## config.mk

```make
export PLATFORM = sky130hd
export DESIGN_NAME = pkt_rx_port
export DESIGN_NICKNAME = d
export VERILOG_FILES = /design/src/rtl/pkt_rx_port.sv
export SDC_FILE = /design/constraint.sdc
export NUM_CORES = 1
export LEC_CHECK = 0
export BUFFER_PORTS_ARGS = -buffer_cell sky130_fd_sc_hd__buf_2
export CAP_MARGIN = 20
export CORE_AREA = 2 2 277 279
export DETAILED_ROUTE_END_ITERATION = 10
export DIE_AREA = 0 0 279 281
export PLACE_DENSITY = 0.8
export SLEW_MARGIN = 20
export SYNTH_ARGS = -nofsm -noshare
export SYNTH_HDL_FRONTEND = slang
export SYNTH_SLANG_ARGS = --single-unit
```

## constraint.sdc

```tcl
create_clock -name CLK -period 11.5 [get_ports CLK]
set_clock_uncertainty 0.05 [all_clocks]
set_input_delay 1.725 -clock CLK [delete_from_list [all_inputs] [get_ports CLK]]
set_output_delay 1.725 -clock CLK [all_outputs]
set_load 0.01 [all_outputs]
```

## src/rtl/pkt_rx_port.sv

```systemverilog
// Packet receive port: buffers incoming flits from a router output in a FIFO,
// strips the header flit into HDR and presents payload flits to the PE with
// SOF/EOF framing. Backpressure is raised when free space falls to SKID.
//
// Handshake: a payload flit transfers on Q in any cycle where Q_VALID and
// Q_READY are both 1; while Q_VALID=1 and Q_READY=0, Q/Q_SOF/Q_EOF hold.
// On the receive side there is no handshake: D is taken whenever D_VALID=1,
// and the router is expected to honour D_BP. A flit arriving at a full FIFO
// (with no pop that cycle) is dropped and ERR latches.
module pkt_rx_port #(
  parameter int DEPTH = 16,
  parameter int SKID  = 4
) (
  input  logic        CLK,
  input  logic        RST_N,
  input  logic [63:0] D,
  input  logic        D_VALID,
  output logic        D_BP,
  output logic [63:0] Q,
  output logic        Q_VALID,
  input  logic        Q_READY,
  output logic        Q_SOF,
  output logic        Q_EOF,
  output logic [63:0] HDR,
  output logic        HDR_VALID,
  output logic        ERR,
  output logic [0:0]  dbg_state
);

  localparam int AW  = $clog2(DEPTH);
  localparam int AW1 = AW + 1;
  localparam logic [AW:0] FULL_LVL = AW1'(DEPTH);
  localparam logic [AW:0] BP_LVL   = AW1'(DEPTH - SKID);

  localparam logic [0:0] HEAD = 1'b0;
  localparam logic [0:0] BODY = 1'b1;

  logic [63:0]   mem [DEPTH];
  logic [AW-1:0] wr_ptr;
  logic [AW-1:0] rd_ptr;
  logic [AW:0]   count;
  logic [AW:0]   count_next;
  logic [0:0]    state;
  logic [15:0]   rem;
  logic          first;

  logic          fifo_empty;
  logic [63:0]   head_flit;
  logic          hdr_pop;
  logic          body_pop;
  logic          pop;
  logic          push;
  logic          drop;

  // FIFO flow control and pop decisions for header stripping and payload delivery
  always_comb begin
    fifo_empty = (count == '0);
    head_flit  = mem[rd_ptr];
    hdr_pop    = (state == HEAD) && !fifo_empty;
    body_pop   = (state == BODY) && !fifo_empty && Q_READY;
    pop        = hdr_pop || body_pop;
    push       = D_VALID && ((count != FULL_LVL) || pop);
    drop       = D_VALID && !push;
    unique case ({push, pop})
      2'b10:   count_next = count + AW1'(1);
      2'b01:   count_next = count - AW1'(1);
      default: count_next = count;
    endcase
  end

  // Payload presentation; Q is zeroed when nothing valid is shown
  always_comb begin
    Q_VALID   = (state == BODY) && !fifo_empty;
    Q         = Q_VALID ? head_flit : 64'd0;
    Q_SOF     = Q_VALID && first;
    Q_EOF     = Q_VALID && (rem == 16'd1);
    dbg_state = state;
  end

  // FIFO storage write; storage itself needs no reset since pointers are reset
  always_ff @(posedge CLK) begin
    if (RST_N && push) begin
      mem[wr_ptr] <= D;
    end
  end

  // FIFO pointers, occupancy, backpressure and sticky overflow flag
  always_ff @(posedge CLK) begin
    if (!RST_N) begin
      wr_ptr <= '0;
      rd_ptr <= '0;
      count  <= '0;
      D_BP   <= 1'b0;
      ERR    <= 1'b0;
    end else begin
      if (push) wr_ptr <= wr_ptr + AW'(1);
      if (pop)  rd_ptr <= rd_ptr + AW'(1);
      count <= count_next;
      D_BP  <= (count_next >= BP_LVL);
      if (drop) ERR <= 1'b1;
    end
  end

  // Parser FSM: HEAD consumes a header internally, BODY delivers LEN payload flits
  always_ff @(posedge CLK) begin
    if (!RST_N) begin
      state     <= HEAD;
      rem       <= 16'd0;
      first     <= 1'b0;
      HDR       <= 64'd0;
      HDR_VALID <= 1'b0;
    end else begin
      HDR_VALID <= hdr_pop;
      if (hdr_pop) begin
        HDR   <= head_flit;
        rem   <= head_flit[15:0];
        first <= 1'b1;
        state <= (head_flit[15:0] == 16'd0) ? HEAD : BODY;
      end else if (body_pop) begin
        rem   <= rem - 16'd1;
        first <= 1'b0;
        if (rem == 16'd1) state <= HEAD;
      end
    end
  end

endmodule

```

After elaboration in Yosys (flattened, before gate mapping)

Memory sizes are Yosys's and may differ from the RTL's. A register that Yosys moved wholly into a read port is not among the register bits.
Index checks and enable logic that the tools add are counted.

Register bits: 98
Bits in writable memories: 1024
Output and inout port bits: 135
Word-level logic and storage cells: 53
Memories kept: 1

Memories:

| name | depth | bits a word | rd ports | clocked after Yosys merged registers in | wr ports | line | source |
|---|---|---|---|---|---|---|---|
| mem  | 16    | 64          | 1        | 1                                       | 1        | 38   | `logic [63:0] mem [DEPTH];` |

$add $sub $neg: 5
Order comparisons: 1
Eq/ne operators: 4
Muxes and demuxes: 14
Bitwise operators: 1
Reduce and logical (&&, ||, !) cells: 17

Operators with widths:

| cell                  | count |
|---|---|
| $mux 64               | 1 |
| $mux 16               | 2 |
| $eq 16x1->1 const B   | 1 |
| $logic_not 16->1      | 1 |
| $sub 16x1->16 const B | 1 |
| $pmux 5 s2            | 1 |
| $add 4x1->4 const B   | 2 |
| $logic_and 1x1->1     | 8 |
| $mux 1                | 8 |
| $mux 4                | 2 |
| $add 5x1->5 const B   | 1 |
| $ge 5x4->1 const B    | 1 |
| $logic_not 5->1       | 1 |
| $ne 5x5->1 const B    | 1 |
| $sub 5x1->5 const B   | 1 |
| $reduce_bool 2->1     | 2 |
| $eq 2x1->1 const B    | 1 |
| $eq 2x2->1 const B    | 1 |
| $logic_not 1->1       | 2 |
| $logic_or 1x1->1      | 2 |
| $reduce_and 2->1      | 1 |
| $not 1->1             | 1 |

Logic depth before layout (Yosys ltp)

Depth in word-level cells: 10
Depth in mapped cells: 11
Depth with buffers taken out: 10

Worst setup path before layout

OpenSTA, ideal clock, no wires.

Kind: input to register
From: input Q_READY
To: memory mem[7][0] (enable)
Arrival time: 5.127 ns
Data required time: 10.963 ns
Slack: 5.836 ns
Cell stages on the path: 5
Path buffers: 1
Cell sequence: nand2b_1 -> o21a_1 -> clkbuf_1 -> nand2_1 -> nor2_1

Longest elaborated chain between the ends: 7

RTL lines:

| element                      | line | source |
|---|---|---|
| start, declared              | 21   | `input logic Q_READY,` |
| $logic_and 1x1->1            | 60   | `body_pop = (state == BODY) && !fifo_empty && Q_READY;` |
| $logic_or 1x1->1             | 61   | `pop = hdr_pop \|\| body_pop;` |
| $logic_or 1x1->1             | 62   | `push = D_VALID && ((count != FULL_LVL) \|\| pop);` |
| $logic_and 1x1->1            | 62   |  |
| $logic_and 1x1->1            | 82   | `if (RST_N && push) begin` |
| $mux 1                       | 82   |  |
| $mux 1 (not written as such) | 83   | `mem[wr_ptr] <= D;` |
| end, declared                | 38   |  |

Every way passes these cells.

==> flow_metrics.py <==
metrics = {
    "yosys": {
        "synthCells": 2100,
        "yosysWarningCount": 0,
        "synth_area_leaders": "edfxtp_1 (71%), mux4_2 (16%), dfxtp_1 (4.7%)",
        "synth_top_cell_by_area": "edfxtp_1",
        "synthMostInstantiatedCell": "edfxtp_1",
        "syn-num-nets": 2179,
        "ys_async_sr_fraction_pct": 0,
        "syn_area_mm2": 0.0433,
        "netlist_top_cells_count": "edfxtp_1 (1024), mux4_2 (304), nand2_1 (178)",
        "synth_edf_count": 1024,
        "avgSynthCellArea_um2": 20.6,
        "synth-seq-cells": 1126,
        "synth_cell_types": 50,
        "ys_seq_area_share_pct": 75.7,
        "synth_top_cell_area_share_pct": 71.0,
        "synth_flop_cell": "edfxtp_1",
    },
    "routing": {
        "vias_per_cell": 6.64,
        "firstDrtPassIters": 6,
        "ant_nets": 0,
        "routed_wl_um": 109000,
        "via_count": 22700,
        "drc_errors": 0,
        "drtIter0Drc": 3057,
        "wl_per_cell_um": 32.0,
    },
    "die": {
        "start_util_pct": 57.4,
        "die_y_um": 281,
        "core_area_mm2": 0.0754,
        "row_count": 101,
        "dieArea_mm2": 0.0784,
        "die_w_um": 279,
        "io_pins": 203,
    },
    "global_routing": {
        "met1_usage_pct": 35.9,
        "antenna_found_initial": 20,
        "grt_usage_pct": 28.0,
        "grt.overflow.total": 0,
        "grt_pass1_wl_um": 157000,
        "grt_util_met3_pct": 6.00,
        "met2_usage_pct": 47.2,
        "grt_max_degree": 78,
        "grt_busiest_layer": "met2",
        "grt_pass1_vias": 23300,
    },
    "cts": {
        "cts.repair.resized": 0,
        "clock-sinks": 1126,
        "post_cts_buffers": 0,
        "hold_buffers": 0,
        "clk_latency_ns": 0.68,
        "clk_pin_slew_ns": 0.06,
        "cts_max_level": 3,
        "clock_path_buffers": 3,
        "cts-root-buf": "clkbuf_16",
        "cts_tree": "done",
        "cts_buffers": 108,
    },
    "worst_setup_path": {
        "cp-end-kind": "output pin",
        "start_kind": "register",
        "worst-path-max-fanout": 50,
        "critPathKind": "reg -> out",
        "worstPathArrival_ns": 4.78,
        "worstPathRequired_ns": 9.73,
    },
    "placed_design": {
        "dp_hpwl_um": 52400,
        "port_buffers": 202,
        "routabilityCongestion": 0.764,
    },
    "sta": {
        "clock.fmax_mhz": 153,
        "slew_viol_final": 0,
        "fin_crit_ns": 6.55,
        "grt_setup_unrepaired": "no",
        "worstMarginPinSlew_ns": 1.15,
        "finalHoldViolCount": 0,
        "fin_crit_sh_pct": 57.0,
        "max_slew_margin_pct": 23.3,
        "timing.setup.tns_ns": 0,
        "holdWs_ns": 0.408,
        "finalSetupViolCount": 0,
    },
    "status": {
        "status": "completed",
    },
    "cells_and_area": {
        "syn2layout_area_growth_pct": 13.4,
        "fin_nets": 2414,
        "fillCellCount": 4584,
        "drive_above_1_share_pct": 30.5,
    },
    "power": {
        "leakage_nw": 15.7,
        "p_per_area_mw_per_mm2": 227,
        "ir_drop_uv": 224,
    },
    "min_path": {
        "hold_path.class": "reg -> reg",
    },
    "run": {
        "max_cap_violations": 0,
    },
}
-- state kept, by name (all words and copies together) (netlist names), named ones only --
| signal | flops |
|---|---|
| ERR | 1 |
| mem | 1024 |
| HDR | 64 |
| dbg_state | 1 |
| count | 5 |
| D_BP | 1 |
| rd_ptr | 4 |
| first | 1 |
| wr_ptr | 4 |
| rem | 16 |
| HDR_VALID | 1 |
-- worst max-delay path, stage by stage (launching register included) --
cell	delay [ns]
dfxtp_4	0.73
buf_4	0.85
buf_4	0.90
mux4_2	0.62
mux4_2	0.50
nor2b_1	0.21
buf_2	0.23
-- cell type report --
| cell class | instances | area [um2] | share of cell area (%) |
|---|---|---|---|
| multi-input cells | 849 | 10100 | 20.5 |
| well taps | 978 | 1220 | 2.49 |
| clock buffers | 141 | 2940 | 5.99 |
| inverters | 9 | 33.8 | 0.0688 |
| clock inverters | 58 | 654 | 1.33 |
| diodes | 13 | 32.5 | 0.0663 |
| flip-flops and latches | 1126 | 32800 | 66.8 |
| repair buffers | 241 | 1310 | 2.67 |
-- where the power goes --
| group | switching (W) | leakage (nW) | internal, W | total (W) |
|---|---|---|---|---|
| Sequential | 0.000181 | 10.1 | 0.00465 | 0.00483 |
| Clock | 0.00154 | 1.76 | 0.00209 | 0.00363 |
| Combinational | 0.00151 | 3.89 | 0.00117 | 0.00268 |
-- per-layer routing --
metal / vias to the layer above / part of all wire [%]
met5: - / 0.10
met4: 18 / 3.7
met3: 273 / 9.8
met2: 1587 / 52
met1: 11700 / 35
li1: 9041 / -
-- cells by family (layout without fill, tap and decap cells) --
kind of cell               after synthesis  in the layout  share of synthesized area (%)
AOI/OAI and AO/OA                      164            164                           2.54
xor gates and xnor gates                 9              9                          0.182
adders and majority gates               11             11                          0.335
buffers and inverters                  125            449                           1.34
DFF                                   1126           1126                           75.7
muxes                                  308            308                           15.9
other                                    0             13                              0
and+or+nand+nor                        357            357                           3.96
-- placed cells by master (no fill, tap or decap), types with 10 or more instances in the layout --
cell type,count
buf_2,201
a21oi_1,28
bufinv_16,13
diode_2,13
o21ai_0,26
nor2b_1,61
nor2_1,23
a21boi_0,67
ha_1,10
dfxtp_1,98
mux4_2,304
clkbuf_16,111
a22oi_1,20
and2_1,20
clkinv_1,10
nand2_1,178
clkbuf_1,25
clkinv_2,24
edfxtp_1,1024
buf_4,39
nand4_1,11
nor2_4,16
-- stage by stage --
stage | setup WS (ns) | utilization (%) | instance area, um2 | power [W] | std cells
6_report | 4.95 | 65.1 | 49100 | 0.0111 | 3415
5_1_grt | 4.60 | 65.0 | 49100 | 0.0115 | 3408
4_1_cts | 4.80 | 65.0 | 49000 | 0.0112 | 3402
3_5_place_dp | 5.52 | 60.2 | 45400 | 0.00752 | 3203
3_3_place_gp | 5.58 | 60.2 | 45400 | 0.00743 | 3203
2_1_floorplan | 5.84 | - | 43300 | 0.00672 | 2100
-- path summary, 6_finish.rpt --
kind | from | endpoint | slack, ns | cells past startpoint
setup / recovery | register | Q[27] | 4.95 | 6
hold / removal | HDR[59] | HDR[59] | 0.41 | 2
setup reg to reg | register | dbg_state | 6.88 | 8
hold reg to reg | HDR[59] | HDR[59] | 0.41 | 2
Power figures use the tool's default switching activity.
